<file path="config.mk">
export PLATFORM = sky130hd
export DESIGN_NAME = bin_to_bcd3_flat
export DESIGN_NICKNAME = d
export VERILOG_FILES = /design/src/rtl/bin_to_bcd3_pkg.sv /design/src/rtl/bin_to_bcd3_if.sv /design/src/rtl/bin_to_bcd3_add3.sv /design/src/rtl/bin_to_bcd3.sv /design/src/flat_wrapper.sv
export SDC_FILE = /design/constraint.sdc
export NUM_CORES = 1
export LEC_CHECK = 0
export CAP_MARGIN = 30
export CORE_UTILIZATION = 43
export DETAILED_ROUTE_END_ITERATION = 16
export HOLD_SLACK_MARGIN = 0.15
export PLACE_DENSITY = 0.64
export SETUP_SLACK_MARGIN = 0.2
export SLEW_MARGIN = 10
export SYNTH_ARGS = -nofsm -noshare
export SYNTH_HDL_FRONTEND = slang
export SYNTH_HIERARCHICAL = 1
export SYNTH_SLANG_ARGS = --single-unit
</file>
<file path="constraint.sdc">
create_clock -name clk -period 1.3 [get_ports clk]
set_input_delay 0.26 -clock clk [delete_from_list [all_inputs] [get_ports clk]]
set_output_delay 0.26 -clock clk [all_outputs]
set_load 0.005 [all_outputs]
</file>
<file path="src/rtl/bin_to_bcd3_pkg.sv">
// Shared types and constants for the bin_to_bcd3 converter.
package bin_to_bcd_pkg;

  localparam int unsigned BCD_W        = 4;
  localparam int unsigned N_DIGITS_INT = 4;
  localparam int unsigned MAX_DISPLAY  = 999;
  localparam int unsigned SCR_W        = BCD_W * N_DIGITS_INT;

  typedef enum logic [1:0] {
    ST_IDLE = 2'd0,
    ST_OP   = 2'd1,
    ST_DONE = 2'd2
  } state_t;

  // Registered conversion result as presented to the display path.
  typedef struct packed {
    logic             ovf;
    logic [BCD_W-1:0] d2;
    logic [BCD_W-1:0] d1;
    logic [BCD_W-1:0] d0;
  } bcd_result_t;

endpackage

</file>
<file path="src/rtl/bin_to_bcd3_if.sv">
// Start/ready/done handshake plus result digits for bin_to_bcd3.
interface bin_to_bcd3_if #(
  parameter int unsigned WIDTH = 10
);

  logic             start;
  logic [WIDTH-1:0] bin;
  logic             ready;
  logic             done;
  logic [3:0]       bcd0;
  logic [3:0]       bcd1;
  logic [3:0]       bcd2;
  logic             ovf;

  modport master (
    output start, bin,
    input  ready, done, bcd0, bcd1, bcd2, ovf
  );

  modport slave (
    input  start, bin,
    output ready, done, bcd0, bcd1, bcd2, ovf
  );

endinterface

</file>
<file path="src/rtl/bin_to_bcd3_add3.sv">
// Double-dabble nibble correction: values 5..9 get +3 before the shift.
module bcd_add3
  import bin_to_bcd_pkg::*;
(
  input  logic [BCD_W-1:0] nib_i,
  output logic [BCD_W-1:0] nib_o
);

  assign nib_o = (nib_i >= BCD_W'(5)) ? nib_i + BCD_W'(3) : nib_i;

endmodule

</file>
<file path="src/rtl/bin_to_bcd3.sv">
// Sequential double-dabble binary -> 3-digit BCD converter, one bit per clock.
// Build option: define OVF_CLAMP_EN to show 999 on overflow instead of the low
// three decimal digits.
module bin_to_bcd3
  import bin_to_bcd_pkg::*;
#(
  parameter int unsigned WIDTH = 10
) (
  input  logic         clk,
  input  logic         reset,
  bin_to_bcd3_if.slave bus
);

  localparam int unsigned CNT_W = $clog2(WIDTH + 1);

  state_t             state_q, state_d;
  logic [WIDTH-1:0]   sh_q, sh_d;
  logic [SCR_W-1:0]   scr_q, scr_d, scr_adj;
  logic [CNT_W-1:0]   n_q, n_d;
  bcd_result_t        res_q, res_d;
  logic               ready_q, ready_d;
  logic               done_q, done_d;
  logic               ovf_c;

  // Per-nibble add-3 correction applied to the scratch register each step.
  for (genvar g = 0; g < N_DIGITS_INT; g++) begin : g_adj
    bcd_add3 u_add3 (
      .nib_i(scr_q[g*BCD_W +: BCD_W]),
      .nib_o(scr_adj[g*BCD_W +: BCD_W])
    );
  end

  assign ovf_c = (scr_q[SCR_W-1 -: BCD_W] != '0);

  // Next-state, datapath and registered-output logic.
  always_comb begin
    state_d = state_q;
    sh_d    = sh_q;
    scr_d   = scr_q;
    n_d     = n_q;
    res_d   = res_q;
    done_d  = 1'b0;
    unique case (state_q)
      ST_IDLE: begin
        if (bus.start) begin
          sh_d    = bus.bin;
          scr_d   = '0;
          n_d     = CNT_W'(WIDTH);
          state_d = ST_OP;
        end
      end
      ST_OP: begin
        {scr_d, sh_d} = {scr_adj, sh_q} << 1;
        n_d           = n_q - CNT_W'(1);
        if (n_q == CNT_W'(1)) begin
          state_d = ST_DONE;
        end
      end
      ST_DONE: begin
        res_d.ovf = ovf_c;
`ifdef OVF_CLAMP_EN
        if (ovf_c) begin
          res_d.d2 = BCD_W'(9);
          res_d.d1 = BCD_W'(9);
          res_d.d0 = BCD_W'(9);
        end else begin
          res_d.d2 = scr_q[2*BCD_W +: BCD_W];
          res_d.d1 = scr_q[1*BCD_W +: BCD_W];
          res_d.d0 = scr_q[0 +: BCD_W];
        end
`else
        res_d.d2 = scr_q[2*BCD_W +: BCD_W];
        res_d.d1 = scr_q[1*BCD_W +: BCD_W];
        res_d.d0 = scr_q[0 +: BCD_W];
`endif
        done_d  = 1'b1;
        state_d = ST_IDLE;
      end
      default: state_d = ST_IDLE;
    endcase
    ready_d = (state_d == ST_IDLE);
  end

  // State and datapath registers with synchronous active-low reset.
  always_ff @(posedge clk) begin
    if (!reset) begin
      state_q <= ST_IDLE;
      sh_q    <= '0;
      scr_q   <= '0;
      n_q     <= '0;
      res_q   <= '0;
      ready_q <= 1'b1;
      done_q  <= 1'b0;
    end else begin
      state_q <= state_d;
      sh_q    <= sh_d;
      scr_q   <= scr_d;
      n_q     <= n_d;
      res_q   <= res_d;
      ready_q <= ready_d;
      done_q  <= done_d;
    end
  end

  assign bus.ready = ready_q;
  assign bus.done  = done_q;
  assign bus.bcd0  = res_q.d0;
  assign bus.bcd1  = res_q.d1;
  assign bus.bcd2  = res_q.d2;
  assign bus.ovf   = res_q.ovf;

endmodule

</file>
<file path="src/flat_wrapper.sv">
// flat-port wrapper written by rule: the top's interface ports become plain ports
module bin_to_bcd3_flat import bin_to_bcd_pkg::*;
#(
  parameter int unsigned WIDTH = 10
)
  (clk, reset, bus_start, bus_bin, bus_ready, bus_done, bus_bcd0, bus_bcd1, bus_bcd2, bus_ovf);
  bin_to_bcd3_if #(.WIDTH(WIDTH)) bus_i ();
  input  logic clk;
  input  logic reset;
  input wire logic [$bits(bus_i.start)-1:0] bus_start;
  input wire logic [$bits(bus_i.bin)-1:0] bus_bin;
  output wire logic [$bits(bus_i.ready)-1:0] bus_ready;
  output wire logic [$bits(bus_i.done)-1:0] bus_done;
  output wire logic [$bits(bus_i.bcd0)-1:0] bus_bcd0;
  output wire logic [$bits(bus_i.bcd1)-1:0] bus_bcd1;
  output wire logic [$bits(bus_i.bcd2)-1:0] bus_bcd2;
  output wire logic [$bits(bus_i.ovf)-1:0] bus_ovf;
  assign bus_i.start = bus_start;
  assign bus_i.bin = bus_bin;
  assign bus_ready = bus_i.ready;
  assign bus_done = bus_i.done;
  assign bus_bcd0 = bus_i.bcd0;
  assign bus_bcd1 = bus_i.bcd1;
  assign bus_bcd2 = bus_i.bcd2;
  assign bus_ovf = bus_i.ovf;
  bin_to_bcd3 #(.WIDTH(WIDTH)) u_core (.clk(clk), .reset(reset), .bus(bus_i));
endmodule
</file>
==> flow_summary.yaml, run 1 <==
floorplan:
  dieWidth_microns: 71.8
  start_util_pct: 44.6
  die_area_sq_um: 5150
  die_height_microns: 71.8
  design.core.area_sq_um: 4690
  rows: 25
  ios: 28
cts:
  cts_num_sinks: 47
  cts_buffers: 5
  cts_hold_buf: 0
  root_buffer: "clkbuf_8"
  clk_latency_ps: 310
  cts_max_level: 2
  cts_max_path_buffers: 2
  cts_tree: "yes"
  clk_pin_slew_worst_paths_ps: 90
sta:
  period_minus_slack_ps: 1280
  relSlewSlack_pct: 79.3
  min_period_over_period_pct: 98.8
  final-max-slew-violation-count: 0
  grt_setup_unrepaired: "true"
  skew_ps: 14.4
  tightest_slew_ps: 307
  hold_viol: 0
  layout_setup_ws_ps: 16.1
  finalSetupViolCount: 0
  clock.fmax_mhz: 779
global_route:
  grtUsageTotal_pct: 19.3
  grt_max_degree: 17
  grt_remaining_overflow: 0
  grt_pass1_vias: 1597
  grt_pass1_wl_microns: 7700
  antenna_found_initial: 0
power_and_ir_drop:
  fin_total_pwr_mw: 3.05
  p_int_mw: 2.32
  peakVddDrop_v: 0.000799
  p_per_area_nw_per_um2: 960
  clockPowerShare_pct: 37.7
  switching_share_pct: 24.0
  p_leak_nw: 1.36
  seqPwrFrac_pct: 49.9
  switchingPower_mw: 0.730
  p_comb_share_pct: 12.4
placed_design:
  placed_cell_area_sq_um: 2610
  portBuffers: 27
  pre_cts_slack_ps: -208
  dp_hpwl_microns: 2960
  gp_congestion: 0.773
drt:
  drc: 0
  drtAntennaViolNets: 0
  drt_first_pass_iters: 6
  totalWireLength_microns: 5190
  drt_iter0_drc: 80
  via_per_inst: 5.31
  dr_total_vias: 1854
  wire_per_inst_microns: 14.9
worst_hold_path:
  hp-class: "flop to flop"
run_status:
  status: "complete, no violations"
critical_path:
  cp-start-kind: "flop"
  required_ps: 1540
  worstSetupPathType: "flop to flop"
  critPathMaxFanout: 3
  cp.arrival_ps: 1530
  cp-end-kind: "flop"
cells_and_area:
  diodes: 0
  area_growth_pct: 51.5
  final_nets: 317
  final_cell_area_sq_um: 3170
  drive_above_1_share_pct: 49.5
  fin_util_pct: 67.6
logic_synthesis:
  netlist_instances: 235
  yosysWarnings: 6
  synth_fp_nets: 258
  synth.avg_cell_area_sq_um: 8.91
  syn_area_sq_um: 2090
job:
  drv_cap: 0
-- layout by cell type, fill, tap and decap left out, types with 3 or more instances in the layout --
| master | count |
|---|---|
| buf_4 | 20 |
| mux2i_1 | 6 |
| inv_4 | 6 |
| a21oi_4 | 4 |
| buf_12 | 3 |
| dfxtp_1 | 22 |
| a22o_1 | 16 |
| nor2b_1 | 3 |
| nand2_4 | 4 |
| nand2_1 | 29 |
| o21ai_1 | 10 |
| nand2b_4 | 6 |
| o21ai_0 | 5 |
| a21oi_1 | 14 |
| clkbuf_8 | 6 |
| dfxtp_4 | 5 |
| buf_2 | 12 |
| clkdlybuf4s50_1 | 11 |
| buf_6 | 11 |
| inv_1 | 3 |
| ha_4 | 8 |
| o22ai_1 | 6 |
| o22ai_2 | 3 |
| dfxtp_2 | 20 |
| xnor2_1 | 3 |
| a21oi_2 | 9 |
| clkbuf_2 | 3 |
| nor2_1 | 9 |
| nand2_2 | 8 |
| nand2b_1 | 4 |
-- sequential cells by signal, indices dropped and copies added (netlist names) --
register          cells
u_core/bus.bcd1       4
u_core/bus.ovf        1
u_core/bus.bcd0       4
u_core/state_q        2
u_core/bus.ready      1
u_core/bus.bcd2       4
u_core/scr_q         16
u_core/n_q            4
u_core/sh_q          10
u_core/bus.done       1
-- path summary, 6_finish.rpt --
check / startpoint / to / slack [ps] / depth (start not counted)
max reg2reg: u_core/scr_q[1]$_SDFFE_PN0P_ / u_core/scr_q[2]$_SDFFE_PN0P_ / 20 / 6
min: u_core/bus.bcd2[3]$_SDFFE_PN0P_ / u_core/bus.bcd2[3]$_SDFFE_PN0P_ / 450 / 2
max: u_core/scr_q[1]$_SDFFE_PN0P_ / u_core/scr_q[2]$_SDFFE_PN0P_ / 20 / 6
min reg2reg: u_core/bus.bcd2[3]$_SDFFE_PN0P_ / u_core/bus.bcd2[3]$_SDFFE_PN0P_ / 450 / 2
-- power groups by stage --
stage,registers (mW),clock network (mW),logic [mW]
after floorplan,1.55,0,0.190
after global placement,1.56,0,0.276
after detailed placement,1.56,0,0.279
final,1.52,1.15,0.378
after CTS,1.52,1.18,0.330
after global routing,1.53,1.23,0.410
-- worst max-delay path, stage by stage, from the launching register on --
cell and delay, ps:
dfxtp_2 370, inv_4 60, ha_4 140, nand2b_4 140, a21oi_4 150, mux2i_1 220, a22o_1 150
-- routing by layer --
metal	vias to the layer above	global-route usage [%]	share of wire [%]
li1	935	-	-
met1	891	26.6	48
met2	22	29.6	48
met3	6	4.22	2.7
met4	0	7.19	1.2
met5	-	0	0
-- what timing repair did --
item                       CTS  global route
gates resized for setup     95            69
gates cloned                 0             2
pin swaps                    7            31
setup endpoints to repair   56            44
setup buffers               10             6
-- per-stage QoR --
| stage | instances | hold slack [ps] | TNS [ps] |
|---|---|---|---|
| 3_5_place_dp | 323 | 446 | -4990 |
| 2_1_floorplan | 235 | 342 | 0 |
| 3_3_place_gp | 323 | 442 | -4370 |
| 5_1_grt | 349 | 465 | -247 |
| 6_report | 349 | 452 | 0 |
| 4_1_cts | 341 | 455 | 0 |
-- layout make-up --
class,count,area (sq um)
Clock inverter,2,38.8
Sequential cell,47,985
Inverter,13,80.1
Tap cell,54,67.6
Timing Repair Buffer,63,568
Multi-Input combinational cell,164,1350
Clock buffer,6,82.6
Fill cell,380,1520
Note: power is estimated with default switching activity, not from simulation.
==> run 2: changes to the inputs <==
--- a/config.mk
+++ b/config.mk
@@ -6,10 +6,10 @@
 export NUM_CORES = 1
 export LEC_CHECK = 0
 export CAP_MARGIN = 30
-export CORE_UTILIZATION = 43
+export CORE_UTILIZATION = 30
 export DETAILED_ROUTE_END_ITERATION = 16
 export HOLD_SLACK_MARGIN = 0.15
-export PLACE_DENSITY = 0.64
+export PLACE_DENSITY = 0.47
 export SETUP_SLACK_MARGIN = 0.2
 export SLEW_MARGIN = 10
 export SYNTH_ARGS = -nofsm -noshare
==> run 2 against run 1 <==
Compared with the run above: clock power decreased by 18%; via count is 1.6% lower; first-iteration DRC count down 36%; flip-flop and latch count stayed put; critical path type unchanged; critical endpoint is now u_core/scr_q[6]$_SDFFE_PN0P_; largest cell class unchanged; largest power group unchanged; highest routed layer unchanged.
==> flow_summary.yaml, run 2 (synthesis gave the netlist of run 1 again) <==
run_status:
  status: "complete, no violations"
cells_and_area:
  diodes: 0
  layout_commonest_cell: "nand2_1"
  final_cell_mix: "33 x nand2_1, 22 x dfxtp_2, 20 x dfxtp_1, 20 x buf_4, 16 x a22o_1"
  largest_registers: "u_core/scr_q: 16 flops, u_core/sh_q: 10 flops"
  largest_reg_flops: 16
  final_cell_area_sq_um: 3080
  fin_util_pct: 45.6
  area_growth_pct: 47.2
  top_register: "u_core/scr_q"
  final_nets: 311
  drive_above_1_share_pct: 45.7
global_route:
  grt_pass1_wl_microns: 7980
  grt_max_degree: 17
  grtUsageTotal_pct: 13.9
  antenna_found_initial: 0
  grt_pass1_vias: 1725
  grt_remaining_overflow: 0
power_and_ir_drop:
  p_comb_share_pct: 12.4
  switchingPower_mw: 0.662
  seqPwrFrac_pct: 53.9
  p_int_mw: 2.15
  p_per_area_nw_per_um2: 913
  fin_total_pwr_mw: 2.81
  clockPowerShare_pct: 33.7
  p_leak_nw: 1.32
  switching_share_pct: 23.5
  peakVddDrop_v: 0.000442
cts:
  clk_latency_ps: 290
  cts_num_sinks: 47
  cts_hold_buf: 0
  cts_tree: "yes"
  clk_pin_slew_worst_paths_ps: 80
  cts_max_path_buffers: 2
  cts_buffers: 5
  root_buffer: "clkbuf_8"
  cts_max_level: 2
floorplan:
  start_util_pct: 31.0
  ios: 28
  die_area_sq_um: 7320
  design.core.area_sq_um: 6760
  die_height_microns: 85.5
  rows: 30
  dieWidth_microns: 85.5
drt:
  wire_per_inst_microns: 13.1
  drc: 0
  drt_first_pass_iters: 4
  dr_total_vias: 1824
  drt_iter0_drc: 51
  drtAntennaViolNets: 0
  via_per_inst: 4.94
  totalWireLength_microns: 4820
sta:
  finalSetupViolCount: 0
  grt_setup_unrepaired: "true"
  whs_ps: 412
  final-max-slew-violation-count: 0
  min_period_over_period_pct: 98.5
  hold_viol: 0
  clock.fmax_mhz: 781
  relSlewSlack_pct: 80.8
  layout_setup_ws_ps: 19.2
  tightest_slew_ps: 285
  period_minus_slack_ps: 1280
  skew_ps: 4.80
critical_path:
  crit_slowest_cell: "dfxtp_2"
  cp.arrival_ps: 1520
  worstPathCellList: "inv_4 -> ha_4 -> nand2b_4 -> a21oi_4 -> mux2i_1 -> a22o_1"
  r2r_slack_ps: 20
  worst_r2r_endpoint: "u_core/scr_q[6]$_SDFFE_PN0P_"
  r2r_cells: 6
  critPathMaxFanout: 3
  critPathBufInv: 1
  cp-end-kind: "flop"
  required_ps: 1540
  cp-start-kind: "flop"
  r2r-start: "u_core/scr_q[5]$_SDFFE_PN0P_"
  crit_family: "flip-flops"
  worstSetupPathType: "flop to flop"
  cp_slowest_stage_delay_ps: 360
placed_design:
  dp_hpwl_microns: 3220
  pre_cts_slack_ps: -194
  gp_congestion: 0.696
  portBuffers: 27
  placed_cell_area_sq_um: 2670
worst_hold_path:
  holdCritStartpoint: "reset"
  hp-class: "input port to flop"
  holdPathEnd: "u_core/bus.ready$_SDFF_PN1_"
  hold_depth: 3
job:
  drv_cap: 0
[run 2: final cells by class]
class | count | area [sq um]
fill | 703 | 3670
multi-input combinational | 164 | 1310
sequential | 47 | 987
timing repair buffer | 57 | 508
clock buffer | 8 | 100
tap | 80 | 100
inverter | 13 | 72.6
[run 2: tightest hold or removal path, cell delays in order]
cell and delay [ps]:
dlymetal6s2s_1 140, buf_4 180, nand2_1 80
[run 2: routing by layer]
metal | up-vias | track usage (%) | wire, microns | part of all wire (%)
li1 | 926 | - | - | -
met1 | 865 | 17.0 | 2120 | 44
met2 | 28 | 24.3 | 2510 | 52
met3 | 5 | 2.89 | 141 | 2.9
met4 | 0 | 5.00 | 54 | 1.1
met5 | - | 0 | 0 | 0
[run 2: repair_timing]
action,in CTS,in global routing
gates resized for setup,56,80
endpoints found under the setup margin,58,53
buffers inserted,4,7
pin swaps,2,21
[run 2: power groups by stage]
stage	sequential (mW)	combinational [mW]	clock, mW
final	1.52	0.348	0.948
after CTS	1.52	0.318	1.00
after global routing	1.53	0.382	1.07
after floorplan	1.55	0.190	0
after global placement	1.56	0.300	0
after detailed placement	1.56	0.301	0
[run 2: worst max-delay path by stage]
stage                     cells past startpoint                            end                         start
after global routing                          6   u_core/scr_q[6]$_SDFFE_PN0P_  u_core/scr_q[5]$_SDFFE_PN0P_
after CTS                                     6   u_core/scr_q[6]$_SDFFE_PN0P_  u_core/scr_q[5]$_SDFFE_PN0P_
final                                         6   u_core/scr_q[6]$_SDFFE_PN0P_  u_core/scr_q[5]$_SDFFE_PN0P_
after floorplan                               6  u_core/scr_q[10]$_SDFFE_PN0P_  u_core/scr_q[9]$_SDFFE_PN0P_
after detailed placement                      5   u_core/scr_q[7]$_SDFFE_PN0P_                     bus_start
after global placement                        5  u_core/scr_q[13]$_SDFFE_PN0P_                         reset
[run 2: metrics by stage]
| step | std cells | setup TNS (ps) |
|---|---|---|
| 6_report | 369 | 0 |
| 5_1_grt | 369 | -242 |
| 4_1_cts | 362 | 0 |
| 3_5_place_dp | 350 | -5590 |
| 3_3_place_gp | 350 | -5370 |
| 2_1_floorplan | 235 | 0 |
